**src/rtl/misr_step.sv**
```systemverilog
// One MISR update: shift left, apply polynomial feedback from the MSB,
// and inject the folded sample.
module misr_step #(
  parameter int               SIG_W = 32,
  parameter logic [SIG_W-1:0] POLY  = 32'h04C1_1DB7
) (
  input  logic [SIG_W-1:0] sig_i,
  input  logic [SIG_W-1:0] fold_i,
  output logic [SIG_W-1:0] sig_o
);

  assign sig_o = {sig_i[SIG_W-2:0], 1'b0}
               ^ (sig_i[SIG_W-1] ? POLY : '0)
               ^ fold_i;

endmodule

```
**config.mk**
```make
export PLATFORM = sky130hd
export DESIGN_NAME = misr_step
export DESIGN_NICKNAME = d
export VERILOG_FILES = /design/src/rtl/misr_step.sv
export SDC_FILE = /design/constraint.sdc
export NUM_CORES = 1
export LEC_CHECK = 0
export ABC_AREA = 1
export BUFFER_PORTS_ARGS = -buffer_cell sky130_fd_sc_hd__buf_2
export CORE_MARGIN = 1
export CORE_UTILIZATION = 32
export DETAILED_ROUTE_END_ITERATION = 10
export PLACE_DENSITY = 0.94
export RECOVER_POWER = 25
export SYNTH_ARGS = -nofsm -noshare
export SYNTH_HDL_FRONTEND = slang
export SYNTH_SLANG_ARGS = --single-unit
```
**constraint.sdc**
```tcl
create_clock -name vclk -period 0.8
set_clock_uncertainty 0.05 [all_clocks]
set_input_delay 0.12 -clock vclk [all_inputs]
set_output_delay 0.12 -clock vclk [all_outputs]
set_load 0.01 [all_outputs]
```
==> flow_summary.ini, run 1 <==
[floorplan]
coreArea_mm2 = 0.001982
die_h_um = 48.08
io_pins = 96
floorplan.initialDensity_pct = 34.28
row_count = 16
die_area_mm2 = 0.002311
die_w_um = 48.08

[global_route]
grt_overflow = 0
grt_max_degree = 10
grt_usage_pct = 14.12
first_global_vias = 691
grt_pass1_wl_um = 2456
antenna_found_initial = 0

[worst_setup_path]
crit_family = buffers and inverters
cp_num_cells = 7
path_max_fanout = 9
start_kind = input port
worstSetupEndpoint = sig_o[26]
crit_buf_inv = 3
arrival_ps = 760
critPathRequiredTime_ps = 630
crit_type = input port to output pin
endpoint_kind = output pin
cp-startpoint = sig_i[31]
critPathMostFrequentCell = nand2_1
crit_path_max_incr_delay_ps = 140
cp_cell_sequence = buf_12 -> buf_6 -> nand2_1 -> nand2_1 -> nand2_1 -> nand2_1 -> buf_2
slowest_stage = buf_6

[pwr]
internal-power_mw = 0.4010
sw_frac_of_total_pct = 50.12
p_leak_nw = 0.9340
p_switching_mw = 0.4029
p_total_mw = 0.8039
peakVddDrop_mv = 0.3799
power.share.clock_pct = 0
seqPwrFrac_pct = 0
p_per_area_mw_per_mm2 = 599.3
p_comb_share_pct = 100.0

[timing]
slew_headroom_pct = 90.51
final.min_clock_period_ps = 927.0
rsz0062_at_grt = yes
slew_viol_final = 0
hold_ws_ps = 438.2
setup_ws_ps = -127.0
max_clock_freq_mhz = 1079
hold_viol_final = 0
tightest_slew_ps = 143.0
setup_viol = 14
period_share_pct = 115.9

[synthesis]
avgSynthCellArea_um2 = 5.392
synth_seq_area_share_pct = 0
yosysMostFrequentCell = nand2_1
syn_area_um2 = 679.4
syn-num-nets = 190
yosys.area.top_type_share_pct = 30.39
synthTopCellsByArea = nand2_1 30%, xor2_1 24%, nand2_4 17%, inv_1 14%, nand3_1 9.6%
yosys_warnings = 0
yosys-top-cells-count = 55 x nand2_1, 26 x inv_1, 19 x xor2_1
synthCells = 126
netlist.top_cell.by_area = nand2_1
synth.distinct_cells = 8

[placed_design]
post-dp-hpwl_um = 1598
gp_congestion = 0.6338
pre_cts_ws_ps = -193.8
portBuffers = 96
dp.cells = 252

[routing]
firstDrtPassIters = 2
drt_iter0_drc = 2
vias_per_cell = 4.170
wl_per_cell_um = 7.672
antenna_left = 0
route.detailed.drc = 0
routed_wl_um = 1941
vias = 1055

[cells_and_area]
nNetsFinal = 292
nClkBuffers = 0
drive_above_1_share_pct = 57.52
fill_cells = 196
fin_util_pct = 67.68
diodes = 0
finalNonFillerCells = 253
multi_input_area_um2 = 608.1
seq_cell_count = 0
area_growth_pct = 97.42
final-seq-area_um2 = 0

[cts]
cts_post_setup_buffers_inserted = 0
cts_hold_buffers = 0

[flow_run]
cap_violations = 0

[status]
failed_checks = negative setup slack
outcome = finished, violations left

[worst_hold_path]
hold_path.class = input port to output pin
[stage by stage]
stage | instance area [um^2] | TNS [ps]
2_1_floorplan | 679.4 | 0
3_3_place_gp | 1216 | -2018
3_5_place_dp | 1216 | -2202
4_1_cts | 1295 | -1326
5_1_grt | 1341 | -2065
6_report | 1341 | -1295
[cell usage in the layout, fill, tap and decap left out]
cell and n:
buf_12 2, nand2_2 20, buf_4 1, xor2_1 19
nand2_4 11, nand3_1 13, nand2_1 34, buf_16 1
buf_2 90, inv_1 26, buf_6 4, clkinv_8 1
clkbuf_1 4
[logic make-up after synthesis]
logic type | count (synthesis) | share of synthesized area [%]
and+or+nand+nor | 78 | 56.54
buffers and inverters | 29 | 18.97
xor gates and xnor gates | 19 | 24.49
[routing by layer]
metal | GRT usage (%) | vias up | wire [um] | part of all wire [%]
met3 | 0 | 0 | 107 | 5.5
met4 | 0 | 0 | 0 | 0
met1 | 16.26 | 450 | 725 | 37
met5 | 0 | - | 0 | 0
met2 | 30.00 | 39 | 1107 | 57
li1 | - | 566 | - | -
[power groups by stage]
| stage | logic (mW) | registers [mW] | clock network (mW) |
|---|---|---|---|
| after floorplan | 0.355 | 0 | 0 |
| final | 0.804 | 0 | 0 |
| after CTS | 0.780 | 0 | 0 |
| after detailed placement | 0.729 | 0 | 0 |
| after global placement | 0.716 | 0 | 0 |
| after global routing | 0.909 | 0 | 0 |
[worst min-delay path by stage]
stage / startpoint / to / depth (start not counted)
2_1_floorplan: fold_i[0] / sig_o[0] / 1
3_3_place_gp: sig_i[30] / sig_o[31] / 3
3_5_place_dp: sig_i[30] / sig_o[31] / 3
4_1_cts: sig_i[17] / sig_o[18] / 3
5_1_grt: sig_i[8] / sig_o[9] / 3
6_report: sig_i[29] / sig_o[30] / 3
[area by class of cell]
| type | count | area share, % |
|---|---|---|
| tap | 27 | 2.519 |
| inverter | 27 | 8.489 |
| timing repair buffer | 102 | 43.66 |
| multi-input combinational | 97 | 45.34 |
[timing repair]
action	4_1_cts	5_1_grt
pin swaps	13	4
gates resized for setup	19	16
gates cloned	1	0
endpoints found under the hold margin	0	0
setup endpoints to repair	14	14
Note: power is estimated with default switching activity, not from simulation.
==> inputs of run 2 (changes only) <==
--- a/config.mk
+++ b/config.mk
@@ -10,6 +10,7 @@
 export CORE_MARGIN = 1
 export CORE_UTILIZATION = 32
 export DETAILED_ROUTE_END_ITERATION = 10
+export GPL_TIMING_DRIVEN = 0
 export PLACE_DENSITY = 0.94
 export RECOVER_POWER = 25
 export SYNTH_ARGS = -nofsm -noshare
==> run 2 against run 1 <==
Effect of this change: the run still ends with negative setup slack left; final area is 1.4% lower; global-route usage is 1.1 points lower; largest power group unchanged; wire length is 1.8% lower.
==> flow_summary.ini, run 2 (synthesized netlist as in run 1, its figures left out) <==
[status]
outcome = finished, violations left
failed_checks = negative setup slack

[floorplan]
row_count = 16
coreArea_mm2 = 0.001982
io_pins = 96
die_h_um = 48.08
die_area_mm2 = 0.002311
floorplan.initialDensity_pct = 34.28
die_w_um = 48.08

[routing]
met3_length_um = 138
m1WireLength_um = 667
antenna_left = 0
route.detailed.drc = 0
vias_per_cell = 4.174
routed_wl_um = 1907
wl_per_cell_um = 7.538
firstDrtPassIters = 3
vias = 1056
dr_wl_met2_um = 1101
highest_layer = met3
drt_iter0_drc = 6

[worst_setup_path]
cp_num_cells = 8
crit_type = input port to output pin
start_kind = input port
crit_family = buffers and inverters
cp_cell_sequence = buf_12 -> clkinv_8 -> buf_6 -> nand2_2 -> nand2_1 -> nand2_1 -> nand2_1 -> buf_6
arrival_ps = 730
path_max_fanout = 4
critPathRequiredTime_ps = 630
critPathMostFrequentCell = nand2_1
slowest_stage = buf_6
crit_path_max_incr_delay_ps = 120
crit_buf_inv = 4
cp-startpoint = sig_i[31]
endpoint_kind = output pin

[global_route]
grt_overflow = 0
first_global_vias = 641
grt_max_degree = 11
grt_usage_pct = 13.05
grt_pass1_wl_um = 2277
antenna_found_initial = 0

[timing]
final.min_clock_period_ps = 904.0
setup_ws_ps = -104.0
hold_viol_final = 0
max_clock_freq_mhz = 1106
setup_viol = 14
slew_viol_final = 0
period_share_pct = 113.0
rsz0062_at_grt = yes
tightest_slew_ps = 141.7
hold_ws_ps = 439.1
slew_headroom_pct = 90.52

[flow_run]
cap_violations = 0

[pwr]
p_leak_nw = 0.9310
peakVddDrop_mv = 0.3705
p_per_area_mw_per_mm2 = 597.7

[cells_and_area]
diodes = 0
area_growth_pct = 94.66
seq_cell_count = 0
nClkBuffers = 0
final_cell_mix = 90 x buf_2, 40 x nand2_1, 26 x inv_1
stdcell_area_mm2 = 0.001323
drive_above_1_share_pct = 54.87
nNetsFinal = 292
final-seq-area_um2 = 0
fin_util_pct = 66.73
final_common_cell = buf_2

[placed_design]
post-dp-hpwl_um = 1625
portBuffers = 96
place_area_mm2 = 0.001194
gp_congestion = 0.6595

[worst_hold_path]
hold_path.class = input port to output pin
min_from = sig_i[29]
whs_path_depth = 3

[cts]
cts_hold_buffers = 0
==> run 2: stage by stage <==
step | total power [mW] | setup WS [ps] | cells | setup TNS, ps
floorplan | 0.3545 | 42.65 | 126 | 0
global route | 0.8893 | -166.7 | 253 | -2024
CTS | 0.7787 | -115.3 | 252 | -1303
global placement | 0.7033 | -230.8 | 249 | -2544
detailed placement | 0.7195 | -235.1 | 249 | -2590
finish | 0.7905 | -104.0 | 253 | -1279
==> run 2: worst paths after layout <==
| check | to | slack, ps |
|---|---|---|
| worst max-delay path | sig_o[2] | -100 |
| worst min-delay path | sig_o[30] | 440 |
==> run 2: routing by layer <==
layer / up-vias / GRT usage [%]
li1: 567 / -
met1: 450 / 12.75
met2: 39 / 29.73
met3: 0 / 1.132
met4: 0 / 0
met5: - / 0
==> run 2: final cells by class <==
class | instances | area (um^2)
Fill cell | 198 | 659.4
Multi-Input combinational cell | 97 | 593.1
Buffer | 2 | 31.28
Inverter | 27 | 113.9
Timing Repair Buffer | 100 | 550.5
Tap cell | 27 | 33.78
==> run 2: repair_timing <==
action                     in CTS  in global routing
resized for setup              19                  9
cloned                          1                  0
setup buffers                   2                  1
setup endpoints to repair      14                 14
hold endpoints to repair        0                  0
pin swaps                      13                  9
==> run 2: power by group <==
part	switching (mW)	internal [mW]	total, mW	leakage, nW
Clock	0	0	0	0
Sequential	0	0	0	0
Combinational	0.395	0.396	0.790	0.931
Total	0.395	0.396	0.790	0.931
==> inputs of run 3 (changes only) <==
--- a/config.mk
+++ b/config.mk
@@ -5,10 +5,9 @@
 export SDC_FILE = /design/constraint.sdc
 export NUM_CORES = 1
 export LEC_CHECK = 0
-export ABC_AREA = 1
 export BUFFER_PORTS_ARGS = -buffer_cell sky130_fd_sc_hd__buf_2
 export CORE_MARGIN = 1
-export CORE_UTILIZATION = 32
+export CORE_UTILIZATION = 27
 export DETAILED_ROUTE_END_ITERATION = 10
 export GPL_TIMING_DRIVEN = 0
 export PLACE_DENSITY = 0.94
==> run 3 against run 2 <==
Effect of this change: the run still ends with negative setup slack left; final area decreased by 8.8%; wire length decreased by 12%; synthesized area decreased by 26%; clock-buffer cell count unchanged; total power increased by 14%; synthesized cell count decreased by 74%; die area decreased by 11%; setup slack got worse by 64 ps; highest routed layer unchanged.
==> flow_summary.ini, run 3 <==
[placed_design]
portBuffers = 96
post-dp-hpwl_um = 1277
pre_cts_ws_ps = -345.1
gp_congestion = 0.6661

[timing]
tns_ps = -2048
slew_viol_final = 0
hold_viol_final = 0
slew_headroom_pct = 86.17
tightest_slew_ps = 206.7
period_share_pct = 121.0
max_clock_freq_mhz = 1033
rsz0062_at_grt = yes
final.min_clock_period_ps = 968.3
setup_ws_ps = -168.3
setup_viol = 14

[routing]
vias_per_cell = 3.914
firstDrtPassIters = 4
drt_iter0_drc = 4
wl_per_cell_um = 10.30
route.detailed.drc = 0
routed_wl_um = 1669
vias = 634
antenna_left = 0

[cells_and_area]
fin_util_pct = 69.10
fill_cells = 136
drive_above_1_share_pct = 77.37
final_common_cell = buf_2
diodes = 0
nNetsFinal = 203
final_cell_mix = 78 x buf_2, 20 x buf_6, 19 x xor2_1
multi_input_area_um2 = 494.2
area_growth_pct = 138.6
final-seq-area_um2 = 0
seq_cell_count = 0
nClkBuffers = 0

[cts]
cts_hold_buffers = 0

[synthesis]
synthCells = 33
synth.distinct_cells = 4
yosys-top-cells-count = 19 x xor2_1, 8 x xor3_1, 5 x xor3_4
syn-num-nets = 97
yosys.area.top_type_share_pct = 37.62
syn_area_um2 = 505.5
yosys_warnings = 0
avgSynthCellArea_um2 = 15.32
synthTopCellsByArea = xor3_1 38%, xor2_1 33%, xor3_4 27%, buf_6 2.2%
netlist.top_cell.by_area = xor3_1
yosysMostFrequentCell = xor2_1
synth_seq_area_share_pct = 0

[pwr]
p_total_mw = 0.8983
peakVddDrop_mv = 0.4136
p_leak_nw = 0.7432
p_per_area_mw_per_mm2 = 744.8

[floorplan]
die_h_um = 45.27
die_area_mm2 = 0.002049
coreArea_mm2 = 0.001745
row_count = 15
io_pins = 96
die_w_um = 45.27
floorplan.initialDensity_pct = 28.96

[worst_hold_path]
min_from = sig_i[20]
hold_path.class = input port to output pin

[worst_setup_path]
critPathRequiredTime_ps = 630
crit_buf_inv = 3
start_kind = input port
path_max_fanout = 6
slowest_stage = xor3_4
crit_path_max_incr_delay_ps = 300
crit_family = buffers and inverters
arrival_ps = 800
cp_cell_sequence = buf_12 -> buf_8 -> xor3_4 -> buf_6
crit_type = input port to output pin
cp-startpoint = sig_i[31]
endpoint_kind = output pin

[global_route]
grt_pass1_wl_um = 2104
antenna_found_initial = 0
grt_max_degree = 7
grt_overflow = 0
first_global_vias = 475
grt_usage_pct = 13.58

[flow_run]
cap_violations = 0

[status]
outcome = finished, violations left
failed_checks = negative setup slack
-- run 3: cell types whose count changed after synthesis, moves of 5 or more --
cell	before	now
nand2_1	55	0
inv_1	26	0
nand3_1	13	0
nand2_4	10	0
xor3_1	0	8
xor3_4	0	5
-- run 3: path summary, 6_finish.rpt --
path,to,cells after the start
min,sig_o[21],3
max,sig_o[26],4
-- run 3: logic make-up (layout without fill, tap and decap cells) --
logic type,after synthesis,in the layout,synth area share [%]
buffers and inverters,1,105,2.228
xor gates and xnor gates,32,32,97.77
-- run 3: metrics by stage --
| stage | hold slack, ps | instances | cell area, um^2 |
|---|---|---|---|
| final | 439.7 | 162 | 1206 |
| after global routing | 451.8 | 162 | 1206 |
| after CTS | 448.7 | 162 | 1211 |
| after detailed placement | 448.7 | 154 | 1017 |
| after global placement | 446.7 | 154 | 1017 |
| after floorplan | 266.0 | 33 | 505.5 |
-- run 3: metal layers --
layer	track usage (%)	vias up	part of all wire (%)	routed length, um
met1	15.80	267	34	561
met2	27.25	48	54	905
met3	2.000	0	12	203
met4	0	0	0	0
li1	-	319	-	-
met5	0	-	0	0
-- run 3: area by class of cell --
class,count,area share (%)
plain buffers,1,1.245
multi-input cells,32,40.97
well taps,25,2.593
repair buffers,104,55.19
-- run 3: repair_timing --
item                                    4_1_cts  5_1_grt
gates resized for setup                      28        0
buffers inserted                              7        0
endpoints found under the setup margin       14       14
pin swaps                                    13        0
gates cloned                                  1        0
-- run 3: report_power, final --
| group | total (mW) | switching, mW | internal (mW) |
|---|---|---|---|
| clock network | 0 | 0 | 0 |
| registers | 0 | 0 | 0 |
| logic | 0.898 | 0.321 | 0.577 |
| total | 0.898 | 0.321 | 0.577 |
